$ cat config.mk
export PLATFORM = sky130hd
export DESIGN_NAME = rlbp_frame_rx
export DESIGN_NICKNAME = d
export VERILOG_FILES = /design/src/rtl/rlbp_frame_rx.sv
export SDC_FILE = /design/constraint.sdc
export NUM_CORES = 1
export LEC_CHECK = 0
export ABC_AREA = 1
export CORE_AREA = 2 2 133 135
export DETAILED_ROUTE_END_ITERATION = 8
export DIE_AREA = 0 0 135 137
export GPL_TIMING_DRIVEN = 1
export PLACE_DENSITY_LB_ADDON = 0.12
export SLEW_MARGIN = 20
export SYNTH_ARGS = -nofsm -noshare
export SYNTH_HDL_FRONTEND = slang
export SYNTH_SLANG_ARGS = --single-unit
$ cat constraint.sdc
create_clock -name wb_clk_i -period 2.3 [get_ports wb_clk_i]
set_clock_uncertainty 0.15 [all_clocks]
set_input_delay 0.46 -clock wb_clk_i [delete_from_list [all_inputs] [get_ports wb_clk_i]]
set_output_delay 0.46 -clock wb_clk_i [all_outputs]
set_load 0.01 [all_outputs]
$ cat src/rtl/rlbp_frame_rx.sv
// rtl/rlbp_frame_rx.sv - rlbp serial frame receiver with word FIFO and Wishbone slave
// Optional per-word even parity bit: define RLBP_RX_PARITY_EN.
module rlbp_frame_rx #(
   parameter int          WORD_W     = 12,
   parameter int          FIFO_DEPTH = 8,
   parameter logic [31:0] BASE_ADDR  = 32'h3000_0100
) (
   input  logic        wb_clk_i,
   input  logic        wb_rst_ni,
   input  logic        ser_start,
   input  logic        ser_clk,
   input  logic        ser_data,
   input  logic        ser_done,
   input  logic        wbs_cyc_i,
   input  logic        wbs_stb_i,
   input  logic        wbs_we_i,
   input  logic [31:0] wbs_adr_i,
   input  logic [31:0] wbs_dat_i,
   input  logic [3:0]  wbs_sel_i,
   output logic        wbs_ack_o,
   output logic [31:0] wbs_dat_o,
   output logic        irq
);

   localparam int AW = $clog2(FIFO_DEPTH);
   localparam int CW = AW + 1;
`ifdef RLBP_RX_PARITY_EN
   localparam int NBITS = WORD_W + 1;
`else
   localparam int NBITS = WORD_W;
`endif
   localparam int BW = $clog2(NBITS);

   typedef enum logic {IDLE, SHIFT} state_t;

   // synchronizer order: {done, data, clk, start}
   logic [3:0] sync1, sync2;
   logic [2:0] prev;
   logic       start_rise, clk_rise, done_rise, bit_in;

   state_t            state_q, state_d;
   logic [BW-1:0]     bitcnt_q, bitcnt_d;
   logic [NBITS-2:0]  shreg_q, shreg_d;
   logic [NBITS-1:0]  sh_full;
   logic              push, short_set, fd_set, par_set;
   logic [WORD_W-1:0] push_word;

   logic [WORD_W-1:0] mem [FIFO_DEPTH];
   logic [AW-1:0]     wr_ptr, rd_ptr;
   logic [CW-1:0]     count;
   logic              full, empty, pop, push_ok, ovf_set;

   logic ctrl_en, irq_en, flush_q;
   logic ovf, short_err, frame_done, par_err;
   logic req, wr_stat, sel_data, sel_stat, sel_ctrl;
   logic [31:0] rd_mux, status;
   logic unused_ok;

   assign unused_ok = &{1'b0, wbs_sel_i, wbs_dat_i[31:10], wbs_dat_i[5:3]};

   always_ff @(posedge wb_clk_i or negedge wb_rst_ni) begin
      if (!wb_rst_ni) begin
         sync1 <= '0;
         sync2 <= '0;
         prev  <= '0;
      end else begin
         sync1 <= {ser_done, ser_data, ser_clk, ser_start};
         sync2 <= sync1;
         prev  <= {sync2[3], sync2[1], sync2[0]};
      end
   end

   assign start_rise = sync2[0] & ~prev[0];
   assign clk_rise   = sync2[1] & ~prev[1];
   assign done_rise  = sync2[3] & ~prev[2];
   assign bit_in     = sync2[2];
   assign sh_full    = {shreg_q, bit_in};

   always_ff @(posedge wb_clk_i or negedge wb_rst_ni) begin
      if (!wb_rst_ni) begin
         state_q  <= IDLE;
         bitcnt_q <= '0;
         shreg_q  <= '0;
      end else begin
         state_q  <= state_d;
         bitcnt_q <= bitcnt_d;
         shreg_q  <= shreg_d;
      end
   end

   always_comb begin
      state_d   = state_q;
      bitcnt_d  = bitcnt_q;
      shreg_d   = shreg_q;
      push      = 1'b0;
      push_word = sh_full[NBITS-1:NBITS-WORD_W];
      short_set = 1'b0;
      fd_set    = 1'b0;
      par_set   = 1'b0;
      case (state_q)
         IDLE: begin
            if (start_rise && ctrl_en) begin
               bitcnt_d = '0;
               state_d  = SHIFT;
            end
         end
         SHIFT: begin
            if (!ctrl_en) begin
               bitcnt_d = '0;
               state_d  = IDLE;
            end else if (start_rise) begin
               bitcnt_d  = '0;
               short_set = 1'b1;
            end else if (done_rise) begin
               short_set = (bitcnt_q != '0);
               fd_set    = 1'b1;
               bitcnt_d  = '0;
               state_d   = IDLE;
            end else if (clk_rise) begin
               if (bitcnt_q == BW'(NBITS - 1)) begin
                  bitcnt_d = '0;
`ifdef RLBP_RX_PARITY_EN
                  // even parity over word plus parity bit must be zero
                  par_set = ^sh_full;
                  push    = ~(^sh_full);
`else
                  push = 1'b1;
`endif
               end else begin
                  shreg_d  = sh_full[NBITS-2:0];
                  bitcnt_d = bitcnt_q + 1'b1;
               end
            end
         end
         default: state_d = IDLE;
      endcase
   end

   assign full    = (count == CW'(FIFO_DEPTH));
   assign empty   = (count == '0);
   assign req     = wbs_cyc_i & wbs_stb_i & ~wbs_ack_o;
   assign sel_data = (wbs_adr_i == BASE_ADDR);
   assign sel_stat = (wbs_adr_i == BASE_ADDR + 32'h4);
   assign sel_ctrl = (wbs_adr_i == BASE_ADDR + 32'h8);
   assign pop     = req & ~wbs_we_i & sel_data & ~empty;
   assign push_ok = push & (~full | pop);
   assign ovf_set = push & full & ~pop;
   assign wr_stat = req & wbs_we_i & sel_stat;

   always_ff @(posedge wb_clk_i or negedge wb_rst_ni) begin
      if (!wb_rst_ni) begin
         wr_ptr <= '0;
         rd_ptr <= '0;
         count  <= '0;
      end else if (flush_q) begin
         wr_ptr <= '0;
         rd_ptr <= '0;
         count  <= '0;
      end else begin
         if (push_ok) wr_ptr <= wr_ptr + 1'b1;
         if (pop)     rd_ptr <= rd_ptr + 1'b1;
         case ({push_ok, pop})
            2'b10:   count <= count + 1'b1;
            2'b01:   count <= count - 1'b1;
            default: count <= count;
         endcase
      end
   end

   always_ff @(posedge wb_clk_i) begin
      if (push_ok) mem[wr_ptr] <= push_word;
   end

   assign status = {21'b0, (state_q != IDLE), par_err, frame_done, short_err,
                    ovf, full, empty, 4'(count)};

   always_comb begin
      rd_mux = '0;
      if (sel_data && !empty) rd_mux = {{(32-WORD_W){1'b0}}, mem[rd_ptr]};
      else if (sel_stat)      rd_mux = status;
      else if (sel_ctrl)      rd_mux = {29'b0, flush_q, irq_en, ctrl_en};
   end

   // sticky flags: a same-cycle set beats the W1C clear
   always_ff @(posedge wb_clk_i or negedge wb_rst_ni) begin
      if (!wb_rst_ni) begin
         wbs_ack_o  <= 1'b0;
         wbs_dat_o  <= '0;
         ctrl_en    <= 1'b0;
         irq_en     <= 1'b0;
         flush_q    <= 1'b0;
         ovf        <= 1'b0;
         short_err  <= 1'b0;
         frame_done <= 1'b0;
         par_err    <= 1'b0;
      end else begin
         wbs_ack_o <= req;
         if (req && !wbs_we_i) wbs_dat_o <= rd_mux;
         flush_q <= 1'b0;
         if (req && wbs_we_i && sel_ctrl) begin
            ctrl_en <= wbs_dat_i[0];
            irq_en  <= wbs_dat_i[1];
            flush_q <= wbs_dat_i[2];
         end
         ovf        <= (ovf        & ~(wr_stat & wbs_dat_i[6])) | ovf_set;
         short_err  <= (short_err  & ~(wr_stat & wbs_dat_i[7])) | short_set;
         frame_done <= (frame_done & ~(wr_stat & wbs_dat_i[8])) | fd_set;
         par_err    <= (par_err    & ~(wr_stat & wbs_dat_i[9])) | par_set;
      end
   end

   assign irq = frame_done & irq_en;

endmodule

== Word-level counts from Yosys, hierarchy flattened ==
Memory sizes are Yosys's and may differ from the RTL's.
Cells that the tools add are included.
W data, S select, Z words.

* Word-level logic and storage cells: 127
* Bits in registers: 77
* Memories: 1
* Input port bits: 77
* Output and inout bits: 34
* RAM bits: 96

* $add $sub $neg: 5
* Bitwise gates (word level): 42
* Reductions and logical operators: 14
* Eq/ne operators: 9
* Muxes and demuxes: 38

{| class="wikitable"
|+ Memories
! memory !! words !! bits a word !! rd ports !! clocked after memory_dff !! wr ports !! line !! source
|-
| mem || 8 || 12 || 1 || 0 || 1 || 48 || <nowiki>logic [WORD_W-1:0] mem [FIFO_DEPTH];</nowiki>
|}

{| class="wikitable"
|+ Operator list
! kind !! count
|-
| $eq A32 B30 Y1 const B || 3
|-
| $mux W32 || 2
|-
| $mux W4 || 7
|-
| $and A1 B1 Y1 || 22
|-
| $mux W1 || 21
|-
| $not A1 Y1 || 16
|-
| $pmux W4 S2 || 2
|-
| $mux W3 || 5
|-
| $add A4 B1 Y4 const B || 2
|-
| $eq A4 B4 Y1 const B || 2
|-
| $add A3 B1 Y3 const B || 2
|-
| $reduce_and A6 Y1 || 1
|-
| $logic_and A1 B1 Y1 || 5
|-
| $ne A5 B5 Y1 const B || 1
|-
| $logic_not A4 Y1 || 1
|-
| $or A1 B1 Y1 || 4
|-
| $reduce_bool A2 Y1 || 2
|-
| $reduce_bool A4 Y1 || 1
|-
| $sub A4 B1 Y4 const B || 1
|-
| $reduce_bool A3 Y1 || 1
|-
| $eq A2 B1 Y1 const B || 1
|-
| $eq A2 B2 Y1 const B || 1
|-
| $logic_not A1 Y1 || 2
|-
| $ne A2 B2 Y1 const B || 1
|-
| 2 further kinds || 2
|}

== Depth between registers and ports, before layout ==
Gate-level depths: netlist (run 1).

* Word-level depth: 11
* Gate-level depth with buffers: 17
* Mapped depth without buffers: 17

== Least setup slack after synthesis (run 1) ==
No wires, ideal clock.

* Path type: input to register
* Start point: in wbs_adr_i[23]
* End point: mem mem[1][0] (enable)
* Stages on the path: 9
* Arrival time: 1.863 ns
* Path slack: -0.093 ns
* Path buffers: 0
* Path through: nor2_1 > nand2_1 > nor2_1 > inv_1 > nor2_4 > nand3_4 > a21oi_2 > nand2_1 > nor2_1

* Cells in the longest elaborated chain, start to end: 7

{| class="wikitable"
|+ RTL lines
! item !! line !! source
|-
| start, declared || 17 || <nowiki>input logic [31:0] wbs_adr_i,</nowiki>
|-
| $eq A32 B30 Y1 || 142 || <nowiki>assign sel_data = (wbs_adr_i == BASE_ADDR);</nowiki>
|-
| $and A1 B1 Y1 (2 in a row) || 145 || <nowiki>assign pop = req & ~wbs_we_i & sel_data & ~empty;</nowiki>
|-
| $or A1 B1 Y1 || 146 || <nowiki>assign push_ok = push & (~full | pop);</nowiki>
|-
| $and A1 B1 Y1 || 146 ||
|-
| $mux W1 || 171 || <nowiki>if (push_ok) mem[wr_ptr] <= push_word;</nowiki>
|-
| $mux W1 (implied by the code) || 171 ||
|-
| end, declared || 48 ||
|}

Every way passes these cells.

== Final worst setup path (run 1) ==
* Start point: in wbs_adr_i[8]
* End point: reg count[1]

* Cells in the longest elaborated chain, start to end: 8
* Elaborated cells on any way between the ends: 10
* Classes of those cells: eq/ne (3); mux (2); bitwise (4); reduce/logical (1)

{| class="wikitable"
|+ RTL lines
! item !! line !! source
|-
| $eq A32 B30 Y1 * || 142 ||
|-
| $and A1 B1 Y1 * (2 in a row) || 145 ||
|-
| $or A1 B1 Y1 || 146 ||
|-
| $and A1 B1 Y1 || 146 ||
|-
| $eq A2 B1 Y1 / $eq A2 B2 Y1 (equally long branches) || 162 || <nowiki>case ({push_ok, pop})</nowiki>
|-
| $pmux W4 S2 || 162 ||
|-
| $mux W4 || 155 || <nowiki>end else if (flush_q) begin</nowiki>
|-
| end signal, assigned || 163 || <nowiki>2'b10: count <= count + 1'b1;</nowiki>
|-
| end signal, assigned || 164 || <nowiki>2'b01: count <= count - 1'b1;</nowiki>
|-
| end signal, assigned || 165 || <nowiki>default: count <= count;</nowiki>
|-
| end, declared || 50 || <nowiki>logic [CW-1:0] count;</nowiki>
|}

Mark *: on every way between the ends. The rest lies on a longest branch, timed or not.
A chain may end at the register's enable or synchronous reset.

==> impl_metrics.sql, run 1 <==
INSERT INTO impl_metrics (metric_group, metric, value, unit) VALUES
('power_and_ir_drop', 'power.share.combinational', '3.4', '%'),
('worst_setup_path', 'worst_setup_path_endpoint', 'count[1]$_DFFE_PN0P_', ''),
('floorplanning', 'design.portCount', '111', ''),
('floorplanning', 'core', '17060', 'sq um'),
('worst_setup_path', 'cp_max_fo', '2', ''),
('timing', 'unrepaired_setup_endpoints_after_global_routing', 'yes', ''),
('layout', 'post_route_cells_drive_above_1_share', '19.01', '%'),
('timing', 'drv_slew', '0', ''),
('layout', 'n_antenna_cell', '0', ''),
('grt', 'grt_start_max_net_pins', '58', ''),
('layout', 'final_cell_count_no_fill', '1009', ''),
('cts', 'h_tree_levels', '4', ''),
('worst_setup_path', 'cp_data_arrival_time', '2.36', 'ns'),
('floorplanning', 'fp.dieW', '135', 'um'),
('detailed_routing', 'drtAntennaViolNets', '0', ''),
('grt', 'grt_overflow', '0', ''),
('cts', 'clk-insertion-delay-late', '0.42', 'ns'),
('logic_synthesis', 'syn_area_per_cell', '10.38', 'sq um'),
('logic_synthesis', 'synth-seq-cells', '153', ''),
('placement', 'numPlacedInstances', '968', ''),
('worst_hold_path', 'worst_hold_path.num_cells', '0', ''),
('cts', 'clkSinkCount', '153', ''),
('worst_setup_path', 'r2r_start', 'wbs_ack_o$_DFF_PN0_', ''),
('floorplanning', 'die_area', '18500', 'sq um'),
('logic_synthesis', 'yosys_warnings', '0', ''),
('power_and_ir_drop', 'power_report.internal_total', '4.847', 'mW'),
('logic_synthesis', 'synth_seq_area_share', '64.34', '%'),
('outcome', 'outcome', 'finished, final reports clean', ''),
('layout', 'nNetsFinal', '855', ''),
('detailed_routing', 'finalWirelength', '16.35', 'mm'),
('worst_setup_path', 'regToRegSetupSlack', '0.1', 'ns'),
('cts', 'tritoncts', 'done', ''),
('cts', 'cts.root.buffer_cell', 'clkbuf_16', ''),
('detailed_routing', 'post-route-drc-count', '0', ''),
('logic_synthesis', 'syn-cell-area', '6698', 'sq um'),
('placement', 'port_buffer_count', '61', ''),
('grt', 'grt_first_pass_wirelength', '25.17', 'mm'),
('power_and_ir_drop', 'p_total', '6.024', 'mW'),
('grt', 'first_global_vias', '4635', ''),
('floorplanning', 'floorplan.die.height', '137', 'um'),
('logic_synthesis', 'netlist_instances', '645', ''),
('power_and_ir_drop', 'vdd.ir_drop.worst', '0.0004425', 'V'),
('run', 'drv_cap', '0', ''),
('power_and_ir_drop', 'net-switching-power', '1.176', 'mW'),
('timing', 'setup_viol', '0', ''),
('worst_setup_path', 'path_class', 'input pin to flip-flop', ''),
('placement', 'gp_routability_congestion', '0.7571', ''),
('grt', 'antenna_violations_before_repair', '0', ''),
('worst_setup_path', 'crit-reg2reg-capture', 'count[1]$_DFFE_PN0P_', ''),
('detailed_routing', 'drt-wirelength-per-cell', '16.20', 'um'),
('detailed_routing', 'drt_first_pass_iters', '5', ''),
('layout', 'layout-area-overhead-vs-synth', '31.18', '%'),
('worst_setup_path', 'worstRegToRegCells', '10', ''),
('power_and_ir_drop', 'power_density', '685.6', 'nW/um^2'),
('power_and_ir_drop', 'p_clk_share', '47.9', '%'),
('detailed_routing', 'drtIter0Drc', '314', ''),
('worst_setup_path', 'data_required_time_of_the_critical_path', '2.46', 'ns'),
('worst_hold_path', 'min_path_type', 'flip-flop to flip-flop', ''),
('timing', 'finalCriticalPeriod', '2.200', 'ns'),
('worst_setup_path', 'crit_path_start_kind', 'input pin', ''),
('detailed_routing', 'via_per_inst', '4.870', ''),
('grt', 'track_usage', '18.48', '%'),
('cts', 'cts-buffers-inserted', '17', ''),
('floorplanning', 'initial_core_utilization', '39.27', '%'),
('timing', 'max_freq', '454.5', 'MHz'),
('timing', 'final-hold-violation-count', '0', ''),
('worst_setup_path', 'cp-startpoint', 'wbs_adr_i[8]', ''),
('power_and_ir_drop', 'p_seq_share', '48.7', '%'),
('placement', 'dpl.hpwl', '10.94', 'mm'),
('timing', 'min_period_over_period', '95.67', '%'),
('worst_setup_path', 'end_kind', 'flip-flop', ''),
('floorplanning', 'fp-row-count', '48', ''),
('detailed_routing', 'overall_via_count_from_detail_route', '4914', ''),
('logic_synthesis', 'ys_types', '37', ''),
('power_and_ir_drop', 'switching_share', '19.53', '%'),
('power_and_ir_drop', 'leakage', '4.020', 'nW'),
('cts', 'clk_path_buf_depth', '2', ''),
('cts', 'worst_setup_hold_path_clk_slew', '0.06', 'ns');
synthesized netlist by cell type, drive strengths merged:
cell | n | share of area, %
nand2 | 118 | 6.7
nor2 | 97 | 6.0
edfxtp | 96 | 43
o21ai | 70 | 5.2
dfrtp | 57 | 21
inv | 52 | 2.9
nand3 | 45 | 3.7
buf | 31 | 3.0
o22ai | 17 | 1.6
a21oi | 14 | 1.1
clkbuf | 13 | 0.73
nor3 | 8 | 0.82
ha | 6 | 1.1
o221ai | 6 | 0.78
nand4 | 3 | 0.28
xor2 | 3 | 0.39
a211oi | 1 | 0.11
a22oi | 1 | 0.11
a32o | 1 | 0.15
and2 | 1 | 0.093
conb | 1 | 0.056
fa | 1 | 0.30
mux2 | 1 | 0.17
o31ai | 1 | 0.11
or2 | 1 | 0.13
final cells by class:
class / count / area, sq um
timing repair buffer: 132 / 1272
inverter: 52 / 195.2
tap: 225 / 281.5
clock inverter: 11 / 168.9
fill: 1549 / 8270
clock buffer: 21 / 440.4
sequential: 153 / 4309
multi-input combinational: 415 / 2118
metrics by stage:
stage	cell area [sq um]	hold slack (ns)	worst slack (ns)	TNS (ns)	util (%)
2_1_floorplan	6769	0.01441	-0.09280	-4.454	-
3_3_place_gp	7920	0.1837	-0.5213	-42.20	46.43
3_5_place_dp	7920	0.1847	-0.5132	-44.43	46.43
4_1_cts	8633	0.1987	0.01139	0	50.62
5_1_grt	8786	0.2107	-0.07174	-0.4541	51.51
6_report	8786	0.1973	0.09963	0	51.51
worst min path at each step:
stage / startpoint / end / slack [ns]
6_report: sync1[1]$_DFF_PN0_ / sync2[1]$_DFF_PN0_ / 0.20
5_1_grt: sync1[1]$_DFF_PN0_ / sync2[1]$_DFF_PN0_ / 0.21
4_1_cts: sync1[1]$_DFF_PN0_ / sync2[1]$_DFF_PN0_ / 0.20
3_5_place_dp: sync1[1]$_DFF_PN0_ / sync2[1]$_DFF_PN0_ / 0.18
3_3_place_gp: sync1[3]$_DFF_PN0_ / sync2[3]$_DFF_PN0_ / 0.18
2_1_floorplan: wb_rst_ni / bitcnt_q[0]$_DFFE_PN0P_ / 0.01
cell families after synthesis:
kind of cell / after synthesis / synth area share, %
simple gates: 273 / 17.77
flops: 153 / 64.34
compound gates: 111 / 9.191
buf+inv: 96 / 6.669
fa+ha+maj: 7 / 1.420
xor+xnor: 3 / 0.3924
other cells: 1 / 0.05599
mux: 1 / 0.1681
registers in the layout (all words and copies together) (netlist names):
| signal | flops |
|---|---|
| ctrl_en | 1 |
| state_q | 1 |
| irq_en | 1 |
| sync2 | 4 |
| frame_done | 1 |
| mem | 96 |
| prev | 3 |
| wbs_dat_o | 12 |
| count | 4 |
| short_err | 1 |
| flush_q | 1 |
| wr_ptr | 3 |
| sync1 | 4 |
| bitcnt_q | 4 |
| ovf | 1 |
| rd_ptr | 3 |
| shreg_q | 11 |
| par_err | 1 |
| wbs_ack_o | 1 |
timing repair:
action                     4_1_cts  5_1_grt
hold endpoints to repair        57        0
pin swaps                        4       33
buffers inserted                 5        3
setup endpoints to repair       31      107
gates resized for setup         12       50
hold buffers                     1        0
layout by cell type, fill, tap and decap left out, types with 2 or more instances in the layout:
cell	instances
o22ai_1	17
xor2_1	3
nor3_2	2
nor2_1	82
clkinvlp_4	3
buf_4	63
conb_1	20
inv_6	2
nand2_1	109
a21oi_2	2
nand3_1	40
buf_6	3
a21oi_1	12
nor2_4	4
bufinv_16	4
o221ai_1	6
edfxtp_1	96
dfrtp_1	57
inv_2	10
clkbuf_16	17
nand2_2	8
buf_12	4
inv_1	42
nor2_2	10
nand3_2	4
clkbuf_1	4
nor3_1	5
nand4_1	3
clkdlybuf4s50_1	32
o21ai_0	69
ha_1	3
dlymetal6s2s_1	28
ha_4	2
worst max-delay path, cell delays in order:
cell,delay (ns)
clkdlybuf4s50_1,0.48
nand2_1,0.07
nor2_2,0.09
nand2_2,0.08
nor2_4,0.12
nand4_1,0.15
inv_2,0.13
buf_6,0.11
buf_4,0.10
fa_2,0.42
nand3_1,0.09
nand2_1,0.06
routing by layer:
| layer | share of wire [%] | wire length (um) | global-route usage, % |
|---|---|---|---|
| met5 | 0 | 0 | 0 |
| met2 | 50 | 8121 | 30.46 |
| met3 | 4.2 | 680 | 4.444 |
| met1 | 44 | 7266 | 23.85 |
| met4 | 1.7 | 278 | 6.829 |
power groups by stage:
stage                     Clock, mW  Combinational, mW  Sequential (mW)
final                          2.89              0.206             2.93
after global routing           3.05              0.228             2.93
after CTS                      2.94              0.209             2.93
after detailed placement          0              0.205             2.99
after global placement            0              0.203             2.99
after floorplan                   0             0.0798             2.99
Power figures use the tool's default switching activity.
==> inputs of run 2 (changes only) <==
--- a/config.mk
+++ b/config.mk
@@ -11,3 +11,5 @@
 export DIE_AREA = 0 0 135 137
+export DONT_BUFFER_PORTS = 1
 export GPL_TIMING_DRIVEN = 1
+export HOLD_SLACK_MARGIN = 0.06
 export PLACE_DENSITY_LB_ADDON = 0.12
==> constraint.sdc (replaced) <==
create_clock -name wb_clk_i -period 2.3 [get_ports wb_clk_i]
set_clock_uncertainty 0.15 [all_clocks]
set_input_delay 0.345 -clock wb_clk_i [delete_from_list [all_inputs] [get_ports wb_clk_i]]
set_output_delay 0.345 -clock wb_clk_i [all_outputs]
set_load 0.01 [all_outputs]
==> impl_metrics.sql, run 2 (synthesis results as in run 1) <==
INSERT INTO impl_metrics (metric_group, metric, value, unit) VALUES
('floorplanning', 'design.portCount', '111', ''),
('detailed_routing', 'drt_first_pass_iters', '4', ''),
('worst_setup_path', 'cp_data_arrival_time', '2.39', 'ns'),
('run', 'drv_cap', '0', ''),
('layout', 'layout_common_cells', 'nand2_1 (113), edfxtp_1 (96), nor2_1 (88), o21ai_0 (69), dfrtp_1 (57)', ''),
('grt', 'grt_start_max_net_pins', '58', ''),
('timing', 'finalCriticalPeriod', '2.248', 'ns'),
('floorplanning', 'fp.dieW', '135', 'um'),
('power_and_ir_drop', 'switching_share', '19.28', '%'),
('placement', 'dpl.hpwl', '10.12', 'mm'),
('worst_setup_path', 'worst_setup_path_endpoint', 'count[2]$_DFFE_PN0P_', ''),
('detailed_routing', 'post-route-drc-count', '0', ''),
('timing', 'final-hold-violation-count', '0', ''),
('grt', 'antenna_violations_before_repair', '0', ''),
('power_and_ir_drop', 'power.share.combinational', '1.9', '%'),
('worst_setup_path', 'worstRegToRegCells', '13', ''),
('grt', 'grt_first_pass_wirelength', '24.43', 'mm'),
('placement', 'placed_cell_area', '7252', 'sq um'),
('worst_setup_path', 'cp_max_fo', '3', ''),
('worst_setup_path', 'r2r_start', 'ctrl_en$_DFFE_PN0P_', ''),
('timing', 'drv_slew', '0', ''),
('layout', 'layout-area-overhead-vs-synth', '21.33', '%'),
('timing', 'max_freq', '444.9', 'MHz'),
('cts', 'h_tree_levels', '4', ''),
('cts', 'worst_setup_hold_path_clk_slew', '0.06', 'ns'),
('timing', 'setup_viol', '0', ''),
('detailed_routing', 'drtAntennaViolNets', '0', ''),
('worst_setup_path', 'cp-startpoint', 'ctrl_en$_DFFE_PN0P_', ''),
('cts', 'clk_path_buf_depth', '2', ''),
('floorplanning', 'initial_core_utilization', '39.27', '%'),
('detailed_routing', 'drt-wirelength-per-cell', '17.13', 'um'),
('grt', 'track_usage', '18.12', '%'),
('detailed_routing', 'finalWirelength', '16.14', 'mm'),
('layout', 'largest_register_ff_count', '96', ''),
('placement', 'port_buffer_count', '0', ''),
('power_and_ir_drop', 'power_report.internal_total', '4.833', 'mW'),
('power_and_ir_drop', 'p_clk_share', '49.0', '%'),
('power_and_ir_drop', 'leakage', '3.525', 'nW'),
('layout', 'fin_area', '8127', 'sq um'),
('grt', 'grt_overflow', '0', ''),
('outcome', 'outcome', 'finished, final reports clean', ''),
('timing', 'min_period_over_period', '97.72', '%'),
('placement', 'gp_routability_congestion', '0.8061', ''),
('detailed_routing', 'overall_via_count_from_detail_route', '4698', ''),
('worst_setup_path', 'regToRegSetupSlack', '0.05', 'ns'),
('worst_setup_path', 'data_required_time_of_the_critical_path', '2.45', 'ns'),
('placement', 'numPlacedInstances', '892', ''),
('floorplanning', 'fp-row-count', '48', ''),
('power_and_ir_drop', 'vdd.ir_drop.worst', '0.0004928', 'V'),
('detailed_routing', 'via_per_inst', '4.987', ''),
('detailed_routing', 'drtIter0Drc', '340', ''),
('floorplanning', 'floorplan.die.height', '137', 'um'),
('cts', 'clk-insertion-delay-late', '0.41', 'ns'),
('worst_setup_path', 'end_kind', 'flip-flop', ''),
('cts', 'cts.root.buffer_cell', 'clkbuf_16', ''),
('cts', 'cts-buffers-inserted', '17', ''),
('layout', 'regMostFlops', 'mem', ''),
('layout', 'final_cell_count_no_fill', '942', ''),
('layout', 'post_route_cells_drive_above_1_share', '15.90', '%'),
('worst_setup_path', 'crit_path_start_kind', 'flip-flop', ''),
('cts', 'clkSinkCount', '153', ''),
('grt', 'first_global_vias', '4446', ''),
('layout', 'biggestRegsByFlops', 'mem: 96 flops, wbs_dat_o: 12 flops, shreg_q: 11 flops', ''),
('worst_setup_path', 'crit-reg2reg-capture', 'count[2]$_DFFE_PN0P_', ''),
('floorplanning', 'core', '17060', 'sq um'),
('layout', 'nNetsFinal', '788', ''),
('floorplanning', 'die_area', '18500', 'sq um'),
('power_and_ir_drop', 'power_density', '736.7', 'nW/um^2'),
('layout', 'n_antenna_cell', '0', ''),
('power_and_ir_drop', 'net-switching-power', '1.154', 'mW'),
('cts', 'tritoncts', 'done', ''),
('layout', 'mostFrequentLayoutCell', 'nand2_1', ''),
('power_and_ir_drop', 'p_seq_share', '49.1', '%'),
('worst_setup_path', 'path_class', 'flip-flop to flip-flop', ''),
('worst_hold_path', 'min_path_type', 'input pin to flip-flop', '');
[run 2: cell count changes in the layout (fill, tap and decap cells not counted), moves of 6 or more]
cell,before,now
buf_4,63,42
clkdlybuf4s50_1,32,0
dlygate4sd3_1,1,14
dlymetal6s2s_1,28,0
nor2_1,82,88
[run 2: timing repair]
action                                 CTS  global route
setup endpoints to repair                1            83
pin swaps                                1             6
gates resized for setup                  2            10
endpoints found under the hold margin   69             0
buffers inserted                         0             3
hold buffers                            15             0
[run 2: power groups by stage]
stage	Sequential, mW	Clock (mW)	Combinational [mW]
detailed placement	2.99	0	0.0697
CTS	2.94	3.00	0.116
global route	2.94	3.09	0.132
global placement	2.99	0	0.0687
finish	2.94	2.93	0.115
floorplan	2.99	0	0.0798
[run 2: layout make-up]
class	instances	area (sq um)
clock inverter	12	171.4
clock buffer	20	456.7
multi-input combinational	415	2069
timing repair buffer	65	643.1
sequential	153	4309
fill	1593	8930
inverter	52	195.2
tap	225	281.5
[run 2: worst max-delay path, cell delays in order (launching register included)]
cell and delay [ns]:
dfrtp_1 0.36, nand2_2 0.09, inv_2 0.08, nand3_4 0.08, nor2_4 0.12, nand2_2 0.09, nand4_1 0.17, inv_2 0.09
buf_4 0.14, buf_4 0.12, fa_2 0.33, xor2_1 0.16, nand3_1 0.09, nand2_1 0.07
[run 2: per-stage QoR]
step	TNS [ns]	utilization, %	hold slack [ns]	power (mW)	setup WS [ns]
floorplan	-0.5826	-	-0.1006	3.070	-0.01214
global placement	-0.03547	42.52	-0.09898	3.062	-0.03547
detailed placement	-0.05702	42.52	-0.09898	3.064	-0.05702
CTS	0	47.21	0.07542	6.050	0.01746
global route	-0.07975	47.65	0.1041	6.167	-0.04295
finish	0	47.65	0.09085	5.987	0.05235
[run 2: layer usage]
| metal | vias to the layer above | wire length, um | GRT usage (%) |
|---|---|---|---|
| li1 | 2271 | - | - |
| met1 | 2287 | 7143 | 23.55 |
| met2 | 118 | 8044 | 30.03 |
| met3 | 22 | 664 | 3.593 |
| met4 | 0 | 283 | 7.118 |
| met5 | - | 0 | 0 |
[run 2: worst min path at each step]
stage,end,cells past startpoint,start
2_1_floorplan,bitcnt_q[0]$_DFFE_PN0P_,0,wb_rst_ni
4_1_cts,ctrl_en$_DFFE_PN0P_,4,wbs_we_i
6_report,ctrl_en$_DFFE_PN0P_,4,wbs_we_i
5_1_grt,ctrl_en$_DFFE_PN0P_,4,wbs_we_i
3_5_place_dp,sync1[0]$_DFF_PN0_,0,wb_rst_ni
3_3_place_gp,sync1[3]$_DFF_PN0_,0,wb_rst_ni
==> edit 1 (settings of run 1) <==
The parameter `WORD_W` goes from 12 to 24.
--- a/src/rtl/rlbp_frame_rx.sv
+++ b/src/rtl/rlbp_frame_rx.sv
@@ -2,5 +2,5 @@
 // Optional per-word even parity bit: define RLBP_RX_PARITY_EN.
 module rlbp_frame_rx #(
-   parameter int          WORD_W     = 12,
+   parameter int          WORD_W     = 24,
    parameter int          FIFO_DEPTH = 8,
    parameter logic [31:0] BASE_ADDR  = 32'h3000_0100
Behaviour: same outputs for any inputs over 4 cycles, from zero or initial values and one cycle with wb_rst_ni low; that may be too few to reach the edited logic, so the function may still have changed.
==> edit 1 against run 1 <==
The flow now finishes with violations (setup timing); area after synthesis is 67% higher; sequential cell count is 121 higher; sequential power is 80% higher; first-iteration DRC count grew to 3.1 times the old value; maximum frequency is 8.1% lower; largest power group unchanged; global-route usage is 12 points higher; wire length is 74% higher; total power is 61% higher; non-clock buffer count is 28 higher; critical path type is now reg -> reg; highest routed layer unchanged; design area is 59% higher; setup slack worse by 0.19 ns.
==> edit 1: results (changes against run 1) <==
metric;value;unit;change
Worst Slack Setup Final;-0.0949;ns;-0.194 ns
# setup viols final;104;;+104
syn avg cell area;11.4;um^2;+9.7%
Cell Pwr Density;691;nW/um^2;+0.86%
fraction of registers with async set/reset;29.9;%;-7.3 points
postcts setup bufs;13;;+8
Max VDD drop;0.718;mV;+62%
Max Buffers Root-to-Sink;3;;+1
multi-input gates;599;;+44%
Non-clock buffers;160;;+21%
violated checks;setup timing;;
Sink Count;274;;+79%
number of CTS-inserted buffers;26;;+9
Placer Congestion;0.865;;+14%
CLK BUF;44;;+110%
Hold Path Class;in -> async;;
status;finished, violations left;;
I/O Buffers;73;;+20%
GR Util met3;4.85;%;+0.41 points
filler cell count;917;;-41%
Area growth syn-to-layout;25.1;%;
Post-CTS Resized;10;;-2
GR Layer Usage met2;53.3;%;+23 points
top flop regs;mem (192), wbs_dat_o (24), shreg_q (23);;
GR Layer Usage met1;38.7;%;+15 points
crit path DAT;2.47;ns;+0.11 ns
clock tree cell share of total cell area;5.99;%;-0.94 points
number of synthesized flops with an enable pin;192;;+100%
worst-path fanout max;13;;+11
final wirelength;28400;um;+74%
Logic pwr share;2.3;%;-1.1 points
sequential share of the synthesized area;69.9;%;+5.6 points
Setup WS pre-CTS;-0.504;ns;+0.00876 ns
worst-skew pair later-pin latency;0.53;ns;+0.11 ns
initial DRC count;959;;+210%
[edit 1: cell types whose count changed after synthesis, moves of 5 or more]
cell | run 1 | this run
a22oi_1 | 1 | 12
dfrtp_1 | 57 | 82
inv_1 | 47 | 55
edfxtp_1 | 96 | 192
nand2_1 | 115 | 201
a21oi_1 | 13 | 53
buf_2 | 9 | 16
o21ai_0 | 69 | 94
buf_4 | 20 | 9
nor2_2 | 6 | 1
a32o_1 | 1 | 12
nor2_1 | 89 | 107
clkbuf_1 | 13 | 25
[edit 1: path summary, 6_finish.rpt]
| kind | startpoint | end | slack (ns) | cells after the start |
|---|---|---|---|---|
| max | bitcnt_q[0] | mem[0][14] | -0.09 | 11 |
| min | wb_rst_ni | wbs_ack_o | 0.17 | 2 |
| max reg2reg | bitcnt_q[0] | mem[0][14] | -0.09 | 11 |
| min reg2reg | sync1[1] | sync2[1] | 0.20 | 0 |
| max in group asynchronous | wb_rst_ni | rd_ptr[0] | 1.15 | 3 |
| min in group wb_clk_i | sync1[1] | sync2[1] | 0.20 | 0 |
[edit 1: critical path, stage by stage (launching register included)]
cell and delay [ns]:
dfrtp_1 0.38, ha_2 0.20, nand2_2 0.08, nor3_4 0.15, nand3_2 0.12, buf_6 0.15, a21oi_4 0.17, buf_6 0.15
nand2_8 0.06, buf_12 0.13, nor2_4 0.16, buf_12 0.18
[edit 1: logic make-up (layout without fill, tap and decap cells)]
family / Yosys count / count (layout) / synth area share [%]
simple gates: 373 / 373 / 13.6
flops: 274 / 274 / 69.9
compound gates: 207 / 207 / 10.6
buf+inv: 116 / 267 / 4.64
fa+ha+maj: 7 / 7 / 0.850
xor+xnor: 3 / 3 / 0.235
other cells: 1 / 8 / 0.0335
mux: 1 / 1 / 0.134
==> edit 2 (config.mk and constraints of run 1) <==
Without the edit above. Register the output `irq`, with the module's reset; this adds one clock of latency there. The other outputs are not delayed to match.
--- a/src/rtl/rlbp_frame_rx.sv
+++ b/src/rtl/rlbp_frame_rx.sv
@@ -210,5 +210,11 @@
    end
 
-   assign irq = frame_done & irq_en;
+   always_ff @(posedge wb_clk_i or negedge wb_rst_ni) begin
+      if (!wb_rst_ni) begin
+         irq <= '0;
+      end else begin
+         irq <= frame_done & irq_en;
+      end
+   end
 
 endmodule
Check against the original RTL: not equivalent (Yosys sat finds a counterexample within 10 cycles, from zero or initial values and one cycle with wb_rst_ni low).
==> edit 2 against run 1 <==
Critical path depth fell by 3; maximum frequency rose by 0.15%; wire length fell by 1.2%; count of clock-buffer cells in the layout fell by 1; sequential cell count rose by 1; setup slack improved by 0.0032 ns; combinational power rose by 3%; design area barely moved; area after synthesis rose by 0.37%; total power fell by 3.5%; global-route usage fell by 0.82 points; highest routed layer unchanged.
==> edit 2: results (changes against run 1) <==
metric;value;unit;change
Post-CTS Resized;23;;+11
initial DRC count;286;;-8.9%
nets;863;;+0.94%
GR Layer Usage met2;29.8;%;-0.62 points
CLK BUF;20;;-4.8%
XOR/XNOR Fraction of Synth Area;0.391;%;-0.0015 points
worst-path fanout max;5;;+3
postcts setup bufs;4;;-1
GR Util met3;3.56;%;-0.89 points
Max VDD drop;0.529;mV;+20%
clock tree cell share of total cell area;6.47;%;-0.46 points
filler cell count;1555;;+0.39%
CP max-delay cell;dfrtp_1;;
GR Layer Usage met1;23.3;%;-0.56 points
routed length on met3;851;um;+25%
Synth Area in Adders;1.41;%;-0.0053 points
met1 wire length;7210;um;-0.73%
mux cell area share after synthesis;0.168;%;-0.00063 points
wire per inst;15.9;um;-2.0%
dpl cells;975;;+0.72%
Setup WS pre-CTS;-0.563;ns;-0.0494 ns
worst reg-to-reg path cell count;9;;-1
Seq area share;49.3;%;+0.24 points
status;complete, no violations;;
syn avg cell area;10.4;um^2;+0.22%
met2 wire len;7910;um;-2.5%
global-route wire length before repair;24600;um;-2.1%
buffering overhead;14.4;%;-0.043 points
fraction of registers with async set/reset;37.7;%;+0.41 points
P_leak;4.07;nW;+1.2%
Synth Area in Compound Gates;9.16;%;-0.034 points
Area contributors post-synth;edfxtp_1, dfrtp_1, nand2_1, o21ai_0, nor2_1;;
Non-clock buffers;139;;+5.3%
edit 2: cell types whose count changed after synthesis:
cell	change
dfrtp_1	+1
edit 2: worst paths after layout:
| path | startpoint | to | slack [ns] |
|---|---|---|---|
| setup / recovery | wbs_ack_o | mem[6][9] | 0.10 |
| hold reg to reg | sync1[3] | sync2[3] | 0.20 |
| setup reg to reg | wbs_ack_o | mem[6][9] | 0.10 |
| max in group asynchronous | wb_rst_ni | shreg_q[8] | 1.21 |
| hold / removal | sync1[3] | sync2[3] | 0.20 |
| min in group asynchronous | wb_rst_ni | count[1] | 0.31 |
edit 2: worst reg2reg max path: stages, from the launching register on:
cell and delay (ns):
dfrtp_1 0.41, nor3_4 0.21, inv_2 0.09, nor2_8 0.14, nand3_4 0.12, nand2_2 0.10, nand2_2 0.06, or2_4 0.29
nor2_2 0.15, buf_4 0.19
edit 2: report_power, final:
part	total (mW)	internal (mW)	switching, mW
sequential	2.95	2.94	0.0108
combinational	0.212	0.111	0.101
clock	2.65	1.54	1.11
total	5.81	4.59	1.22
